<file path="src/rtl/ps2_move_decoder.sv">
// PS/2 scan-code set 2 decoder: turns make/break/extended byte sequences into move and command strobes.
// Optional auto-repeat of the most recent held direction is built when AUTOREPEAT_EN is defined.
module ps2_move_decoder #(
    parameter int unsigned TIMEOUT_CYCLES = 500000,
    parameter int unsigned ACCEPT_WASD    = 1,
    parameter int unsigned REPEAT_DELAY   = 25000000,
    parameter int unsigned REPEAT_PERIOD  = 5000000
) (
    input  logic       CLOCK_50,
    input  logic       reset,
    input  logic       ps2_key_pressed,
    input  logic [7:0] ps2_key_data,
    output logic       move_valid,
    output logic [1:0] move_dir,
    output logic       enter_pulse,
    output logic       esc_pulse,
    output logic [3:0] held,
    output logic       seq_error
);

    typedef enum logic [1:0] {IDLE, EXT, BRK, EXT_BRK} state_t;

    state_t      state;
    logic [19:0] timer;

    logic       ext;
    logic       is_prefix;
    logic       do_make;
    logic       do_break;
    logic       dir_hit;
    logic [1:0] dir_code;
    logic       enter_hit;
    logic       esc_hit;

    always_comb begin
        ext       = (state == EXT) || (state == EXT_BRK);
        is_prefix = (ps2_key_data == 8'hE0) || (ps2_key_data == 8'hF0);
        do_make   = ps2_key_pressed && !is_prefix && ((state == IDLE) || (state == EXT));
        do_break  = ps2_key_pressed && !is_prefix && ((state == BRK) || (state == EXT_BRK));
        dir_hit   = 1'b0;
        dir_code  = '0;
        if (ext) begin
            case (ps2_key_data)
                8'h75:   begin dir_hit = 1'b1; dir_code = 2'b00; end
                8'h72:   begin dir_hit = 1'b1; dir_code = 2'b01; end
                8'h6B:   begin dir_hit = 1'b1; dir_code = 2'b10; end
                8'h74:   begin dir_hit = 1'b1; dir_code = 2'b11; end
                default: ;
            endcase
        end else if (ACCEPT_WASD != 0) begin
            case (ps2_key_data)
                8'h1D:   begin dir_hit = 1'b1; dir_code = 2'b00; end
                8'h1B:   begin dir_hit = 1'b1; dir_code = 2'b01; end
                8'h1C:   begin dir_hit = 1'b1; dir_code = 2'b10; end
                8'h23:   begin dir_hit = 1'b1; dir_code = 2'b11; end
                default: ;
            endcase
        end
        // Keypad Enter (E0 5A) counts as Enter; Esc only exists as a plain code.
        enter_hit = (ps2_key_data == 8'h5A);
        esc_hit   = !ext && (ps2_key_data == 8'h76);
    end

`ifdef AUTOREPEAT_EN
    logic [1:0]  last_dir;
    logic [31:0] rep_cnt;
    logic        rep_first;
`endif

    always_ff @(posedge CLOCK_50) begin
        if (reset) begin
            state       <= IDLE;
            timer       <= '0;
            move_valid  <= 1'b0;
            move_dir    <= '0;
            enter_pulse <= 1'b0;
            esc_pulse   <= 1'b0;
            held        <= '0;
            seq_error   <= 1'b0;
`ifdef AUTOREPEAT_EN
            last_dir    <= '0;
            rep_cnt     <= '0;
            rep_first   <= 1'b1;
`endif
        end else begin
            move_valid  <= 1'b0;
            enter_pulse <= 1'b0;
            esc_pulse   <= 1'b0;
            seq_error   <= 1'b0;

`ifdef AUTOREPEAT_EN
            // Repeat first; a decoded move below overrides it and restarts the delay.
            if (held[last_dir]) begin
                if (rep_cnt == (rep_first ? 32'(REPEAT_DELAY - 1) : 32'(REPEAT_PERIOD - 1))) begin
                    move_valid <= 1'b1;
                    move_dir   <= last_dir;
                    rep_cnt    <= '0;
                    rep_first  <= 1'b0;
                end else begin
                    rep_cnt <= rep_cnt + 32'd1;
                end
            end
`endif

            if (ps2_key_pressed) begin
                timer <= '0;
                case (state)
                    IDLE: begin
                        if (ps2_key_data == 8'hE0)      state <= EXT;
                        else if (ps2_key_data == 8'hF0) state <= BRK;
                    end
                    EXT: begin
                        if (ps2_key_data == 8'hF0) begin
                            state <= EXT_BRK;
                        end else if (ps2_key_data == 8'hE0) begin
                            state     <= EXT;
                            seq_error <= 1'b1;
                        end else begin
                            state <= IDLE;
                        end
                    end
                    BRK: begin
                        if (ps2_key_data == 8'hE0) begin
                            state     <= EXT;
                            seq_error <= 1'b1;
                        end else if (ps2_key_data == 8'hF0) begin
                            state     <= BRK;
                            seq_error <= 1'b1;
                        end else begin
                            state <= IDLE;
                        end
                    end
                    default: begin
                        if (is_prefix) seq_error <= 1'b1;
                        state <= IDLE;
                    end
                endcase
            end else if (state != IDLE) begin
                if (timer == 20'(TIMEOUT_CYCLES - 1)) begin
                    state     <= IDLE;
                    seq_error <= 1'b1;
                    timer     <= '0;
                end else begin
                    timer <= timer + 20'd1;
                end
            end

            if (do_make) begin
                if (dir_hit && !held[dir_code]) begin
                    held[dir_code] <= 1'b1;
                    move_valid     <= 1'b1;
                    move_dir       <= dir_code;
`ifdef AUTOREPEAT_EN
                    last_dir  <= dir_code;
                    rep_cnt   <= '0;
                    rep_first <= 1'b1;
`endif
                end
                if (enter_hit) enter_pulse <= 1'b1;
                if (esc_hit)   esc_pulse   <= 1'b1;
            end

            if (do_break && dir_hit) begin
                held[dir_code] <= 1'b0;
            end
        end
    end

endmodule

</file>
<file path="config.mk">
export PLATFORM = sky130hd
export DESIGN_NAME = ps2_move_decoder
export DESIGN_NICKNAME = d
export VERILOG_FILES = /design/src/rtl/ps2_move_decoder.sv
export SDC_FILE = /design/constraint.sdc
export NUM_CORES = 1
export LEC_CHECK = 0
export ABC_AREA = 1
export CAP_MARGIN = 30
export CORE_ASPECT_RATIO = 0.9
export CORE_UTILIZATION = 34
export DETAILED_ROUTE_END_ITERATION = 10
export DONT_BUFFER_PORTS = 1
export MAX_ROUTING_LAYER = met4
export PLACE_DENSITY_LB_ADDON = 0.3
export SYNTH_ARGS = -nofsm -noshare
export SYNTH_HDL_FRONTEND = slang
export SYNTH_SLANG_ARGS = --single-unit
</file>
<file path="constraint.sdc">
create_clock -name CLOCK_50 -period 1.9 [get_ports CLOCK_50]
set_input_delay 0.57 -clock CLOCK_50 [delete_from_list [all_inputs] [get_ports CLOCK_50]]
set_output_delay 0.57 -clock CLOCK_50 [all_outputs]
set_load 0.01 [all_outputs]
</file>
Word-level counts from Yosys, hierarchy flattened
Index checks and enable logic that the tools add are counted.

word-level totals
  register bits after elaboration = 32
  bits of input ports = 11
  output and inout port bits = 10
  logic and storage cells = 93

cells by class
  add/sub/neg operators = 1
  order comparisons = 2
  equality and inequality tests = 17
  mux-type cells = 37
  bitwise operators = 4
  reduce and logical (&&, ||, !) cells = 24

operators with widths
  cell                                                                           number
  8-bit by 7-bit equality test with 1-bit output (second input constant)         6
  8-bit by 5-bit equality test with 1-bit output (second input constant)         3
  20-bit by 1-bit adder with 20-bit output (second input constant)               1
  20-bit by 19-bit equality test with 1-bit output (second input constant)       1
  20-bit 2-to-1 mux                                                              1
  2-bit 2-to-1 mux                                                               9
  2-bit case mux with 3 select lines                                             3
  1-bit 2-to-1 mux                                                               17
  8-bit equality test (second input constant)                                    2
  4-bit 2-to-1 mux                                                               4
  8-bit by 6-bit equality test with 1-bit output (second input constant)         1
  4-bit OR reduction                                                             2
  1-bit logical AND                                                              7
  2-bit nonzero test                                                             3
  4-bit AND                                                                      1
  2-bit equality test (second input constant)                                    2
  1-bit logical OR                                                               4
  4-bit by 2-bit != test with 1-bit output (second input constant)               1
  4-bit inverter                                                                 1
  4-bit OR                                                                       1
  2-bit OR reduction                                                             2
  1-bit logical NOT                                                              3
  2-bit by 3-bit less-than comparator with 1-bit output (second input constant)  1
  1-bit case mux with 3 select lines                                             1
  8 further kinds                                                                8

Longest topological paths before layout
Gate-level depths: netlist of run 1.

  word-level depth = 13
  depth in mapped cells = 14
  mapped depth without buffers = 14

Least setup slack after synthesis of run 1
No wires, ideal clock.

  path kind = input -> register
  start point = input port ps2_key_data[7]
  end point = register move_dir[0]
  setup time = 0.113 ns
  arrival time = 1.586 ns
  data required time = 1.787 ns
  slack = 0.201 ns
  stages = 14
  path buffers = 0
  cell sequence = inv_1 > nand2_2 > nor2_2 > nand2_1 > inv_1 > nor2_1 > nand2_2 > nand2_1 > nor2_1 > nand2_2 > nor2_2 > nand2_1 > nand2_1 > nor2_1

between the ends
  cells in the longest elaborated chain, start to end = 8
  elaborated cells on any way between the ends = 27
  those cells by class = eq/ne: 10; mux: 8; reduce/logical: 9

RTL lines
  element                                                                 line    source
  from (decl)                                                             12      input logic [7:0] ps2_key_data,
  8-bit by 6-bit equality test with 1-bit output (tied with other cells)  51      case (ps2_key_data)
  2-bit case mux with 3 select lines, on equally long branches            51, 43
  2-bit 2-to-1 mux                                                        42      if (ext) begin
  1-bit binary-select mux with 2-bit select                               149     if (dir_hit && !held[dir_code]) begin
  1-bit 2-to-1 mux (implied by the code)                                  149
  1-bit logical NOT                                                       149
  1-bit logical AND                                                       149
  2-bit AND reduction (no source line)                                    -
  to (signal assigned)                                                    152     move_dir <= dir_code;
  to (decl)                                                               14      output logic [1:0] move_dir,

Parallel ways exist; a longest one is shown, timed or not. The select of a mux whose other input is x is not followed.
A chain may end at the register's enable or synchronous reset.

Worst setup path in the final report of run 1
  start point = register timer[0]
  end point = register timer[18]

between the ends
  cells in the longest elaborated chain, start to end = 2
  elaborated cells on any way between the ends = 3
  those cells by class = add/sub: 1; eq/ne: 1; mux: 1

RTL lines
  element                                                                                                       line      source
  from (decl)                                                                                                   24        logic [19:0] timer;
  from (signal assigned)                                                                                        144       timer <= timer + 20'd1;
  20-bit by 1-bit adder with 20-bit output or 20-bit by 19-bit equality test with 1-bit output (tied branches)  144, 139
  20-bit 2-to-1 mux *                                                                                           139       if (timer == 20'(TIMEOUT_CYCLES - 1)) begin

Mark *: on every way between the ends. The rest lies on a longest branch, timed or not.

==> results of run 1 <==
[layer usage]
layer  part of all wire (%)  GRT usage (%)
met5                      0              -
met1                     51          22.89
met4                   0.43          3.704
met3                    5.8          5.217
met2                     43          25.19
[worst min-delay path by stage]
stage	end	cells past startpoint	from	slack [ps]
2_1_floorplan	timer[17]	2	timer[17]	460
3_3_place_gp	timer[17]	2	timer[17]	480
3_5_place_dp	timer[17]	2	timer[17]	480
4_1_cts	held[2]	1	reset	360
5_1_grt	move_valid	1	reset	350
6_report	held[2]	1	reset	370
[critical path: cells and delay by family (launching register included)]
| family | cells | cell delay [ps] |
|---|---|---|
| and+or+nand+nor | 7 | 900 |
| buffers and inverters | 1 | 90 |
| DFF | 1 | 350 |
| adders and majority gates | 1 | 160 |
| AOI/OAI and AO/OA | 1 | 140 |
[cell usage in the layout, fill, tap and decap left out, types with 5 or more instances in the layout]
cell type	instances
clkbuf_8	7
nand2_1	65
nand2_2	9
nand3_1	24
nor2_1	40
inv_1	38
buf_4	5
dfxtp_1	30
a21oi_1	15
nand4_1	7
o21ai_0	7
nor4_1	6
nor3_1	9
[sequential cells by signal, summed over array words and instances (netlist names)]
register	cells
seq_error	1
move_valid	1
held	4
move_dir	2
state	2
timer	20
esc_pulse	1
enter_pulse	1
[logic make-up after synthesis]
logic type	share of synthesized area, %
fa+ha+maj	0.6434
buf+inv	9.266
flops	32.95
xor+xnor	2.703
simple gates	44.53
compound gates	9.909
[timing repair]
action,CTS,global route
setup buffers,0,1
endpoints found under the setup margin,0,3
gates resized for setup,0,4
[layout make-up]
type,instances,area (um2)
fill,561,3197
multi-input combinational,219,1129
sequential,32,643.1
inverter,43,163.9
clock buffer,7,96.34
tap,67,83.83
timing repair buffer,5,37.54
clock inverter,1,30.03
[report_power, final]
part / total (mW) / internal [mW] / switching [mW]
sequential: 0.674 / 0.672 / 0.00168
combinational: 0.0737 / 0.0226 / 0.0511
clock: 0.716 / 0.463 / 0.253
[per-stage QoR]
stage	instances	setup WS (ps)	instance area (um2)	power, mW
after floorplan	296	201.2	1944	0.7435
after global routing	374	17.73	2183	1.529
after global placement	365	47.85	2042	0.7620
final	374	182.9	2183	1.464
after CTS	373	119.6	2168	1.491
after detailed placement	365	14.87	2042	0.7620
==> reports/results.txt, run 1 <==
Worst Max-Slew Pin Slew - 374.3 ps
RSZ-0062 raised after global routing - no
largest cells by area after synthesis - dfxtp_1, nand2_1, nor2_1
CP endpoint - timer[18]
layout cells sized above 1 - 14.33%
drt total wl - 4.459 mm
min cycle time layout - 1717 ps
worst hold slack - 368.9 ps
RD Place Congestion - 0.9294
CTS buffer count - 5
Die ar. - 6025 um2
Setup-failing EPs final - 0
Iter 0 DRT Violations - 179
FMAX - 582.4 MHz
Placeable Area - 5380 um2
largest area contributor in the netlist - dfxtp_1
largest net degree at the start of global routing - 11
clk sink count - 32
most used cell along the critical path - nand3_2
GRT Total Usage - 17.12%
# rows - 25
post-synthesis instance total - 296
#FFs+latches synth - 32
setup slack, reg-to-reg - 180 ps
top-area cell type share of the netlist area - 32.95%
Avg Vias per Cell - 4.914
Wirelength per Cell - 11.92 um
asr flop ratio synth - 0%
net count after synthesis - 308
CP Launch Type - register
Mean Syn Cell Area - 6.569 um2
reg2reg end - timer[18]
Worst Hold Class - input port to register
r2r startpoint - timer[0]
final setup TNS - 0 ps
CTS clock-pin slew for the worst setup and hold paths - 70 ps
Critical Path AT - 1920 ps
Clock Latency Late Sink - 280 ps
final core utilization - 40.58%
HPWL after detailed placement - 3.487 mm
crit path cell chain - ha_1 -> nand2_1 -> inv_2 -> nand2_4 -> nor3_4 -> nand3_2 -> nor2_4 -> nand3_2 -> o21ai_1 -> nor3b_2
number of antenna violations at the first check in global routing - 0
Pins Over Slew Limit - 0
count of cell types in the netlist - 35
R2R cell count - 10
vias in the first global route - 1693
first-pass GRT wire length - 7.665 mm
Initial Util - 36.14%
slowest stage cell on the critical path - dfxtp_2
Die Width - 81.71 um
n_diodes - 0
Rel. slew slack - 74.95%
post-route ant nets - 0
CTS Hold Bufs - 0
run status - finished clean
CTS tree - done
number of port buffers - 0
period utilization - 90.37%
Max Clock Skew - 12.28 ps
routed via count - 1838
clk buf depth - 2
crit path from - timer[0]
max_cap viols - 0
Final nets - 318
final hold vios - 0
CP Capture Type - register
Die Span Y - 73.74 um
worst setup path category - register to register
YS warnings - 0
First-pass DRT Iterations - 5
Pleak - 0.8954 nW
# IOs - 21
Post-synth top cells - nand2_1, nor2_1, inv_1
GR Overflow Total - 0
Req. time, crit path - 2110 ps
sequential share of the synthesized area - 32.95%
DRC violations left - 0
most numerous cell in the Yosys netlist - nand2_1
CTS H-tree depth - 2
Mapped Area - 1944 um2
Power Density - 670.4 nW/um2
area growth from synthesis to layout - 12.29%
maximum vdd drop - 0.3391 mV
Post-synth top flop - dfxtp_1
CP max FO - 4
peak per-stage delay on the critical path - 350 ps
number of synthesized flops with an enable pin - 0
Root Driver - clkbuf_8
Note: power is estimated with default switching activity, not from simulation.
==> inputs of run 2 (changes only) <==
--- a/config.mk
+++ b/config.mk
@@ -8,7 +8,9 @@
 export ABC_AREA = 1
 export CAP_MARGIN = 30
 export CORE_ASPECT_RATIO = 0.9
+export CORE_MARGIN = 3
 export CORE_UTILIZATION = 34
+export CTS_CLUSTER_SIZE = 12
 export DETAILED_ROUTE_END_ITERATION = 10
 export DONT_BUFFER_PORTS = 1
 export MAX_ROUTING_LAYER = met4
==> run 2 against run 1 <==
  * Largest cell class unchanged
  * Critical path depth unchanged
  * Highest routed layer unchanged
  * Critical path type unchanged
  * Critical endpoint unchanged
  * Sequential cell count did not move
  * Cell count stayed put
  * Count of clock-buffer cells in the layout did not move
  * Clock skew is 1.3 ps lower
==> reports/results.txt, run 2 (same netlist as run 1, synthesis figures left out) <==
Initial Util - 36.14% (unchanged)
register area - 640.6 um2 (-0.39%)
Fillers - 567 (+1.1%)
worst setup path category - register to register
Setup-failing EPs final - 0 (unchanged)
Worst Hold Class - input port to register
Clock Latency Late Sink - 290 ps (about the same)
Gate power share - 5.5% (+0.5 points)
Wirelength per Cell - 12.06 um (+1.1%)
CTS tree - done
most frequent cells in the layout - nand2_1, inv_1, nor2_1, dfxtp_1, nand3_1
first-pass GRT wire length - 7.755 mm (+1.2%)
DRC violations left - 0 (unchanged)
commonest non-fill, non-tap cell in the layout - nand2_1
Pleak - 0.8867 nW (-0.98%)
Root Driver - clkbuf_8
Die Width - 85.71 um (+4.9%)
Pint - 1.018 mW (-12%)
Die Span Y - 77.74 um (+5.4%)
Rel. slew slack - 75.96% (+1.0 points)
sw frac - 23.24% (+2.3 points)
FMAX - 567.3 MHz (-2.6%)
run status - finished clean
Critical Path AT - 1980 ps (+60 ps)
First-pass DRT Iterations - 5 (unchanged)
routed via count - 1861 (+1.3%)
layout cells sized above 1 - 13.68% (-0.65 points)
Pins Over Slew Limit - 0 (unchanged)
CP Launch Type - register
Cells on Worst Hold Path - 1 (unchanged)
R2R cell count - 10 (unchanged)
RD Place Congestion - 0.9394 (+1.1%)
multi-input logic area - 1131 um2 (+0.22%)
# rows - 25 (unchanged)
clk sink count - 32 (unchanged)
Clock power frac - 43.6% (-5.3 points)
GRT Total Usage - 15.07% (-2.0 points)
number of antenna violations at the first check in global routing - 0 (unchanged)
Placeable Area - 5380 um2 (unchanged)
max reg flops - 20 (unchanged)
vias in the first global route - 1662 (-1.8%)
Final nets - 319 (+0.31%)
Net Sw Power - 0.3080 mW (+0.60%)
area growth from synthesis to layout - 11.13%
GR Overflow Total - 0 (unchanged)
Max Clock Skew - 10.97 ps (-1.313 ps)
CP Capture Type - register
CP max FO - 4 (unchanged)
RSZ-0062 raised after global routing - no
biggest regs - timer: 20 flops, held: 4 flops
HPWL after detailed placement - 3.528 mm (+1.2%)
clk buf depth - 2 (unchanged)
Avg Vias per Cell - 4.976 (+1.3%)
Req. time, crit path - 2120 ps (about the same)
n_diodes - 0 (unchanged)
share of power burned in registers - 50.8% (+4.8 points)
max_cap viols - 0 (unchanged)
# IOs - 21 (unchanged)
post-route ant nets - 0 (unchanged)
CTS clock-pin slew for the worst setup and hold paths - 60 ps (about the same)
Worst Max-Slew Pin Slew - 357.6 ps (-16.71 ps)
Design Power - 1.326 mW (-9.4%)
Die ar. - 6663 um2 (+11%)
CTS Hold Bufs - 0 (unchanged)
maximum vdd drop - 0.2748 mV (-19%)
final setup TNS - 0 ps (unchanged)
min cycle time layout - 1763 ps (+45.79 ps)
drt total wl - 4.509 mm (+1.1%)
largest net degree at the start of global routing - 11 (unchanged)
CTS H-tree depth - 2 (unchanged)
final hold vios - 0 (unchanged)
Power Density - 613.4 nW/um2 (-8.5%)
Biggest register - timer
CTS buffer count - 5 (unchanged)
Iter 0 DRT Violations - 107 (-40%)
number of port buffers - 0 (unchanged)
period utilization - 92.78% (+2.4 points)
run 2: cell count changes in the layout (fill, tap and decap cells not counted):
cell	previous run	this run
dfxtp_1	30	32
inv_1	38	39
o21ai_0	7	6
bufinv_16	1	0
nor2_1	40	39
nor2_2	4	5
inv_2	3	2
o21ai_1	1	2
buf_4	5	6
dfxtp_2	2	0
run 2: worst paths after layout:
path,to,start,slack [ps]
setup / recovery,timer[18],timer[0],140
hold reg to reg,timer[17],timer[17],490
setup reg to reg,timer[18],timer[0],140
hold / removal,held[2],reset,350
run 2: power groups by stage:
stage,sequential [mW],combinational [mW],clock [mW]
2_1_floorplan,0.689,0.0547,0
3_3_place_gp,0.689,0.0732,0
3_5_place_dp,0.689,0.0727,0
4_1_cts,0.674,0.0731,0.607
5_1_grt,0.674,0.0822,0.629
6_report,0.674,0.0732,0.578
run 2: worst max-delay path, cell delays in order (launching register included):
cell     delay (ps)
dfxtp_1         370
ha_1            180
nand2_1          80
inv_1           120
nand2_4          80
nor3_4          180
nand3_2         160
nor2_4          140
nand3_2         120
o21ai_1         120
nor3b_2         150
run 2: stage by stage:
stage / setup slack, ps / area (um2) / std cells / util (%) / hold WS, ps
2_1_floorplan: 201.2 / 1944 / 296 / - / 456.1
3_3_place_gp: 58.35 / 2049 / 366 / 38.09 / 481.3
3_5_place_dp: 26.90 / 2049 / 366 / 38.09 / 490.1
4_1_cts: 113.6 / 2146 / 373 / 39.88 / 338.0
5_1_grt: 2.058 / 2161 / 374 / 40.16 / 342.6
6_report: 137.1 / 2161 / 374 / 40.16 / 354.3
run 2: layer usage:
layer	part of all wire (%)	vias to the layer above	GRT usage, %
met5	0	-	-
met4	1.4	0	5.380
met3	6.2	5	5.626
met2	40	42	19.72
met1	52	825	20.91
li1	-	989	-
run 2: area by class of cell:
type | instances | area share (%)
multi-input cells | 219 | 52.34
flip-flops and latches | 32 | 29.65
inverters | 43 | 7.585
clock buffers | 7 | 4.459
well taps | 67 | 3.880
repair buffers | 6 | 2.085
run 2: what timing repair did:
action | CTS | global route
endpoints found under the hold margin | 0 | 0
endpoints found under the setup margin | 0 | 3
gates resized for setup | 0 | 3
setup buffers | 0 | 1
==> inputs of run 3 (changes only) <==
--- a/config.mk
+++ b/config.mk
@@ -15,6 +15,7 @@
 export DONT_BUFFER_PORTS = 1
 export MAX_ROUTING_LAYER = met4
 export PLACE_DENSITY_LB_ADDON = 0.3
+export SKIP_CTS_REPAIR_TIMING = 1
 export SYNTH_ARGS = -nofsm -noshare
 export SYNTH_HDL_FRONTEND = slang
 export SYNTH_SLANG_ARGS = --single-unit
==> results of run 3 <==
Same layout as run 2: the final DEF is identical, and so are final timing and power.
